===== config.mk =====
export PLATFORM = sky130hd
export DESIGN_NAME = peripheral_rxfifo
export DESIGN_NICKNAME = d
export VERILOG_FILES = /design/src/rtl/peripheral_rxfifo.sv
export SDC_FILE = /design/constraint.sdc
export NUM_CORES = 1
export LEC_CHECK = 0
export CELL_PAD_IN_SITES_DETAIL_PLACEMENT = 0
export CELL_PAD_IN_SITES_GLOBAL_PLACEMENT = 2
export CORE_ASPECT_RATIO = 1.5
export CORE_MARGIN = 5
export CORE_UTILIZATION = 40
export CTS_BUF_LIST = sky130_fd_sc_hd__clkbuf_4 sky130_fd_sc_hd__clkbuf_8
export DETAILED_ROUTE_END_ITERATION = 12
export PLACE_DENSITY_LB_ADDON = 0.2
export SETUP_SLACK_MARGIN = 0.05
export SYNTH_ARGS = -nofsm -noshare
export SYNTH_HDL_FRONTEND = slang
export SYNTH_SLANG_ARGS = --single-unit

===== constraint.sdc =====
create_clock -name clk -period 3.3 [get_ports clk]
set_input_delay 0.33 -clock clk [delete_from_list [all_inputs] [get_ports clk]]
set_output_delay 0.33 -clock clk [all_outputs]
set_load 0.1 [all_outputs]

===== src/rtl/peripheral_rxfifo.sv =====
// Purpose : J1 I/O-mapped byte FIFO buffering serial-receiver bytes for firmware.
// Latency : push/pop take effect on the strobe edge; d_out is combinational.
// Backpressure: none upstream; bytes arriving while full are dropped and flagged.
//
// Ports:
//   clk, rst        system clock, asynchronous active-low reset
//   d_in, cs, addr,
//   rd, wr          J1 I/O bus access (write data, select, address, strobes)
//   d_out           read data, 16'h0000 unless cs && rd
//   rx_data,
//   rx_valid        byte from the serial receiver, one-cycle strobe
//   not_empty       registered "FIFO holds data" indication
//
// Register map: 0x0 DATA (pop on read), 0x2 STATUS, 0x4 THRESH, 0x6 CTRL (wr only).
module peripheral_rxfifo #(
    parameter int          AW      = 4,
    parameter logic [15:0] TIMEOUT = 16'd50000
) (
    input  logic        clk,
    input  logic        rst,
    input  logic [15:0] d_in,
    input  logic        cs,
    input  logic [3:0]  addr,
    input  logic        rd,
    input  logic        wr,
    output logic [15:0] d_out,
    input  logic [7:0]  rx_data,
    input  logic        rx_valid,
    output logic        not_empty
);

    localparam int         DEPTH    = 1 << AW;
    localparam logic [AW:0] FULL_CNT = {1'b1, {AW{1'b0}}};

    localparam logic [3:0] A_DATA   = 4'h0;
    localparam logic [3:0] A_STATUS = 4'h2;
    localparam logic [3:0] A_THRESH = 4'h4;
    localparam logic [3:0] A_CTRL   = 4'h6;

    logic [7:0]    mem [DEPTH];
    logic [AW-1:0] wr_ptr;
    logic [AW-1:0] rd_ptr;
    logic [AW:0]   count;
    logic [AW:0]   count_nxt;
    logic [AW:0]   threshold;
    logic          overflow;
    logic          timeout_flag;
    logic          rd_q;
    logic [15:0]   idle_cnt;

    logic full;
    logic empty;
    logic thr_hit;
    logic data_acc;
    logic pop;
    logic push_ok;
    logic drop;
    logic flush;
    logic clr_ovf;
    logic clr_to;
    logic thr_wr;
    logic idle_inc;
    logic to_set;

    logic [AW:0]   thr_wr_val;
    logic [AW+5:0] status_bits;

    // Upper write-data bits have no destination.
    logic unused_d_in;
    assign unused_d_in = &{1'b0, d_in};

    assign full    = (count == FULL_CNT);
    assign empty   = (count == '0);
    assign thr_hit = (count >= threshold);

    // A read of DATA pops once, on the first edge of the access; rd_q blocks
    // further pops while the strobe is held.
    assign data_acc = cs && rd && (addr == A_DATA);
    assign pop      = data_acc && !rd_q && !empty;

    // A pop in the same cycle frees a slot, so a push onto a full FIFO is
    // accepted when it coincides with a pop.
    assign push_ok = rx_valid && (!full || pop);
    assign drop    = rx_valid && full && !pop;

    assign flush   = cs && wr && (addr == A_CTRL) && d_in[0];
    assign clr_ovf = cs && wr && (addr == A_CTRL) && d_in[1];
    assign clr_to  = cs && wr && (addr == A_CTRL) && d_in[2];
    assign thr_wr  = cs && wr && (addr == A_THRESH);

    // A threshold of zero would make thr_hit permanently true; store 1 instead.
    assign thr_wr_val = (d_in[AW:0] == '0) ? (AW+1)'(1) : d_in[AW:0];

    // Idle counter only runs while data is waiting and no timeout is pending;
    // it saturates at TIMEOUT so a cleared flag does not re-fire until a new
    // byte restarts the count.
    assign idle_inc = (count != '0) && !timeout_flag && (idle_cnt != TIMEOUT)
                      && !rx_valid && !flush;
    assign to_set   = idle_inc && ((idle_cnt + 16'd1) == TIMEOUT);

    always_comb begin
        count_nxt = count;
        if (flush) begin
            count_nxt = '0;
        end else begin
            case ({push_ok, pop})
                2'b10:   count_nxt = count + (AW+1)'(1);
                2'b01:   count_nxt = count - (AW+1)'(1);
                default: count_nxt = count;
            endcase
        end
    end

    // Storage is deliberately not reset.
    always_ff @(posedge clk) begin
        if (push_ok && !flush) begin
            mem[wr_ptr] <= rx_data;
        end
    end

    always_ff @(posedge clk or negedge rst) begin
        if (!rst) begin
            wr_ptr    <= '0;
            rd_ptr    <= '0;
            count     <= '0;
            not_empty <= 1'b0;
            rd_q      <= 1'b0;
        end else begin
            rd_q      <= data_acc;
            count     <= count_nxt;
            not_empty <= (count_nxt != '0);
            if (flush) begin
                wr_ptr <= '0;
                rd_ptr <= '0;
            end else begin
                if (push_ok) wr_ptr <= wr_ptr + AW'(1);
                if (pop)     rd_ptr <= rd_ptr + AW'(1);
            end
        end
    end

    // Sticky flags: a new event in the same cycle as its clear wins, so the
    // event is never silently lost.
    always_ff @(posedge clk or negedge rst) begin
        if (!rst) begin
            overflow     <= 1'b0;
            timeout_flag <= 1'b0;
            idle_cnt     <= '0;
            threshold    <= (AW+1)'(1);
        end else begin
            if (drop)         overflow <= 1'b1;
            else if (clr_ovf) overflow <= 1'b0;

            if (to_set)       timeout_flag <= 1'b1;
            else if (clr_to)  timeout_flag <= 1'b0;

            if (rx_valid || flush || (count == '0)) idle_cnt <= '0;
            else if (idle_inc)                       idle_cnt <= idle_cnt + 16'd1;

            if (thr_wr) threshold <= thr_wr_val;
        end
    end

    assign status_bits = {timeout_flag, thr_hit, overflow, full, empty, count};

    always_comb begin
        d_out = 16'h0000;
        if (cs && rd) begin
            case (addr)
                A_DATA:   d_out = empty ? 16'h0000 : {8'h00, mem[rd_ptr]};
                A_STATUS: d_out = 16'(status_bits);
                A_THRESH: d_out = 16'(threshold);
                default:  d_out = 16'h0000;
            endcase
        end
    end

endmodule


# --- After elaboration in Yosys (flattened, before gate mapping) ---
# Memory sizes are Yosys's and may differ from the RTL's.
# Index checks and enable logic that the tools add are counted.
totals:
  in_bits: 34
  n_memories: 1
  mem_bits_ro: 0
  word_cells: 81
  ram_bits: 128
  latchBits: 0
  ff_bits: 38
op_classes:
  n_eq_ne: 8
  add_sub_neg: 5
  shift: 0
  n_lt_le_gt_ge: 1
  mul: 0
  reduce_logical: 39
  n_div: 0
  muxes: 18
  bitwise: 0
memory_table:
  columns: ["name", "words", "word_bits", "read_ports", "rd_clocked_by_memory_dff", "wr", "line", "text"]
  rows:
  - ["mem", 16, 8, 1, 0, 1, "40", "logic [7:0] mem [DEPTH];"]
op_table:
  columns: ["cell", "n"]
  rows:
  - ["$mux W16", 2]
  - ["$pmux W10 S3", 1]
  - ["$logic_and A1 B1 Y1", 19]
  - ["$add A16 B1 Y16 const B", 1]
  - ["$eq A16 B16 Y1 const B", 1]
  - ["$mux W4", 4]
  - ["$ne A16 B16 Y1 const B", 1]
  - ["$logic_not A5 Y1", 2]
  - ["$mux W10", 1]
  - ["$mux W5", 2]
  - ["$pmux W5 S2", 1]
  - ["$reduce_bool A2 Y1", 5]
  - ["$reduce_bool A5 Y1", 2]
  - ["$add A4 B1 Y4 const B", 2]
  - ["$eq A4 B3 Y1 const B", 2]
  - ["$mux W8", 1]
  - ["$logic_not A1 Y1", 7]
  - ["$mux W1", 6]
  - ["$add A5 B1 Y5 const B", 1]
  - ["$eq A5 B5 Y1 const B", 1]
  - ["$ge A5 B5 Y1", 1]
  - ["$sub A5 B1 Y5 const B", 1]
  - ["$eq A4 B2 Y1 const B", 1]
  - ["$logic_not A4 Y1", 1]
  - ["other kinds (3)", 5]

# --- Depth between registers and ports, before layout ---
logic_depth:
  ltp_word: 10
  depth_mapped: 15
  mapped_depth_nobuf: 13

# --- Worst setup path after synthesis ---
# No wires, ideal clock.
synth_path:
  path_kind: "reg2out"
  from: "register rd_ptr[1]"
  to: "output d_out[6]"
  arrival_time_ns: 2.885
  path_stages_with_launch: 7
  setup_slack_ns: 0.085
  cell_sequence: "dfrtp_1 > clkbuf_1 > buf_2 > mux4_2 > mux2_2 > a21oi_1 > o22ai_1"
synth_between:
  elab_chain_len: 4
synth_lines:
  columns: ["element", "line", "text"]
  rows:
  - ["start, declared", "42", "logic [AW-1:0] rd_ptr;"]
  - ["start signal, assigned", "137", "if (pop) rd_ptr <= rd_ptr + AW'(1);"]
  - ["$mem_v2 Z16 W8", null, null]
  - ["$mux W8", "170", "A_DATA: d_out = empty ? 16'h0000 : {8'h00, mem[rd_ptr]};"]
  - ["$pmux W10 S3", "169", "case (addr)"]
  - ["$mux W10", "168", "if (cs && rd) begin"]
  - ["end, declared", "26", "output logic [15:0] d_out,"]
# No other way between the ends.

# --- Final worst setup path ---
layout_path:
  from: "register rd_ptr[0]"
  to: "output d_out[7]"
# The elaborated chain is that of the path after synthesis.

==> flow_metrics.env <==
export IMPL_post_cts_buffers=0
export IMPL_postSynthAreaPerCell_sq_um=14.93
export IMPL_powerDensity_mw_per_mm2=648.3
export IMPL_fin_skew_ps=16.48
export IMPL_yosysWarnings=0
export IMPL_wl_per_cell_microns=18.72
export IMPL_viasPerCell=5.170
export IMPL_grt_pass1_wl_microns=25160
export IMPL_cts_buffer_depth=2
export IMPL_leakage_nw=3.083
export IMPL_synth_cells=510
export IMPL_via_count=4296
export IMPL_max_freq_mhz=330.6
export IMPL_relSlewSlack_pct=35.51
export IMPL_cts_tree="done"
export IMPL_outcome="finished, violations left"
export IMPL_synth_seq_cells=166
export IMPL_cts_sinks=166
export IMPL_grt_overflow_total=0
export IMPL_hold_buffers=0
export IMPL_setup_tns_ps=0
export IMPL_fp_dieW_microns=122.7
export IMPL_tightest_slew_ps=964.3
export IMPL_ant_nets=0
export IMPL_r2r_cells=13
export IMPL_crit_required_ps=2970
export IMPL_crit_type="reg -> out"
export IMPL_port_buffers=33
export IMPL_num_nets_final=616
export IMPL_io_pins=51
export IMPL_drt_total_wl_microns=15560
export IMPL_synth_cell_type_count=59
export IMPL_regToRegSetupSlack_ps=320
export IMPL_start_kind="flip-flop"
export IMPL_grt_pass1_vias=4540
export IMPL_die_height_microns=179
export IMPL_first_iter_violations=212
export IMPL_die_area_sq_mm=0.02196
export IMPL_cts_resized=0
export IMPL_setup_violations=0
export IMPL_cts_made_buffers=17
export IMPL_routabilityCongestion=0.7614
export IMPL_layout_common_cells="128 x edfxtp_1, 54 x nor2_1, 38 x mux4_2"
export IMPL_min_period_ps=3025
export IMPL_clock_root_buffer="clkbuf_8"
export IMPL_mostFrequentLayoutCell="edfxtp_1"
export IMPL_design_core_area_sq_mm=0.01862
export IMPL_ys_top_cells_by_area="edfxtp_1 50%, dfrtp_1 12%, mux4_2 11%"
export IMPL_initial_core_util_pct=40.90
export IMPL_yosysTopAreaCell="edfxtp_1"
export IMPL_crit_fanout=35
export IMPL_reg2reg_from="count[0]"
export IMPL_arrival_ps=2690
export IMPL_post_route_drc_count=0
export IMPL_hpwl_microns=11240
export IMPL_hold_viol=7
export IMPL_ir_drop_v=0.0002655
export IMPL_drv_cap=0
export IMPL_end_kind="output port"
export IMPL_failed_checks="hold timing"
export IMPL_grt_use_total_pct=15.24
export IMPL_min_period_over_period_pct=91.66
export IMPL_ctsHtreeMaxLevel=4
export IMPL_diodes=0
export IMPL_synth_ff_type="edfxtp_1"
export IMPL_area_growth_pct=16.08
export IMPL_grt_max_degree=39
export IMPL_rows=61
export IMPL_drive_above_1_share_pct=24.18
export IMPL_async_flop_share_pct=22.89
export IMPL_syn_area_sq_mm=0.007616
export IMPL_slew_viol_final=0
export IMPL_clk_pin_slew_worst_paths_ps=100
export IMPL_drt_pass1_iter_count=5
export IMPL_hold_slack_ps=-12.02
export IMPL_rsz0062_at_grt="no"
export IMPL_r2r_end="not_empty"
export IMPL_ys_seq_area_share_pct=62.97
export IMPL_hp_class="in -> async"
export IMPL_antenna_found_initial=0
export IMPL_clk_latency_ps=460
export IMPL_synth_top_cell_area_share_pct=50.47
export IMPL_synth_edf_count=128
## state kept, by name (all words and copies together), names as in the netlist
| register | cells |
|---|---|
| mem | 128 |
| idle_cnt | 16 |
| count | 5 |
| threshold | 5 |
| rd_ptr | 4 |
| wr_ptr | 4 |
| not_empty | 1 |
| overflow | 1 |
| rd_q | 1 |
| timeout_flag | 1 |
## synth_stat cells (all sizes together), types with 5 or more instances
| cell | instances |
|---|---|
| mux2 | 6 |
| nand3 | 11 |
| ha | 16 |
| a21oi | 11 |
| nand2b | 5 |
| edfxtp | 128 |
| o22ai | 7 |
| xnor2 | 13 |
| dfrtp | 37 |
| inv | 22 |
| clkbuf | 12 |
| a21o | 5 |
| nor3 | 7 |
| a22oi | 5 |
| mux4 | 38 |
| nor2 | 55 |
| buf | 21 |
| o21ai | 9 |
| nand4 | 7 |
| nor4 | 5 |
| nand2 | 29 |
| xor2 | 16 |
| and3 | 5 |
## per-stage QoR
step                      utilization, %  cell area, sq um  setup slack [ps]  std cells  power (W)
after global placement             45.22              8422             108.6        799   0.004306
after floorplan                        -              7635             84.68        515   0.003845
after global routing               47.47              8841             89.78        831   0.006062
after CTS                          47.47              8841             188.4        831   0.005836
final                              47.47              8841             275.3        831   0.005731
after detailed placement           45.22              8422             34.07        799   0.004341
## area by class of cell
class | count | area [sq um]
fill | 1707 | 9782
sequential | 166 | 4797
multi-input combinational | 294 | 2584
timing repair buffer | 65 | 640.6
tap | 252 | 315.3
clock buffer | 17 | 234.0
clock inverter | 15 | 185.2
inverter | 22 | 85.08
## worst max-delay path, stage by stage, from the launching register on
cell and delay [ps]:
dfrtp_2 380, buf_12 270, mux4_2 570, mux4_2 500, a32o_1 320, buf_12 180
## layer usage
metal | wire, microns | GRT usage [%]
met1 | 6147 | 17.72
met2 | 8776 | 28.06
met3 | 503 | 3.251
met4 | 131 | 4.204
met5 | 0 | 0
## cells by family (layout without fill, tap and decap cells)
group	count (synthesis)	count (layout)	share of synthesized area, %
AND/OR/NAND/NOR	144	144	10.27
AO/OA/AOI/OAI	52	52	4.880
multiplexers	47	47	12.52
flip-flops	166	166	62.97
other	1	6	0.04924
XOR/XNOR	29	29	3.335
adder cells (fa/ha/maj)	16	16	2.629
buffers and inverters	55	119	3.351
## worst max path at each step
stage / to / start / depth (start not counted)
final: d_out[7] / rd_ptr[0] / 5
after global routing: not_empty / count[0] / 13
after CTS: d_out[5] / rd_ptr[0] / 6
after detailed placement: not_empty / cs / 14
after global placement: not_empty / addr[0] / 14
after floorplan: d_out[6] / rd_ptr[1] / 6
## power breakdown
| part | leakage, nW | switching [W] | total [W] | internal (W) |
|---|---|---|---|---|
| clock network | 0.205 | 0.000835 | 0.00148 | 0.000646 |
| registers | 1.65 | 0.000150 | 0.00266 | 0.00251 |
| logic | 1.23 | 0.000854 | 0.00159 | 0.000735 |
| total | 3.08 | 0.00184 | 0.00573 | 0.00389 |
(Power assumes the default switching activity.)
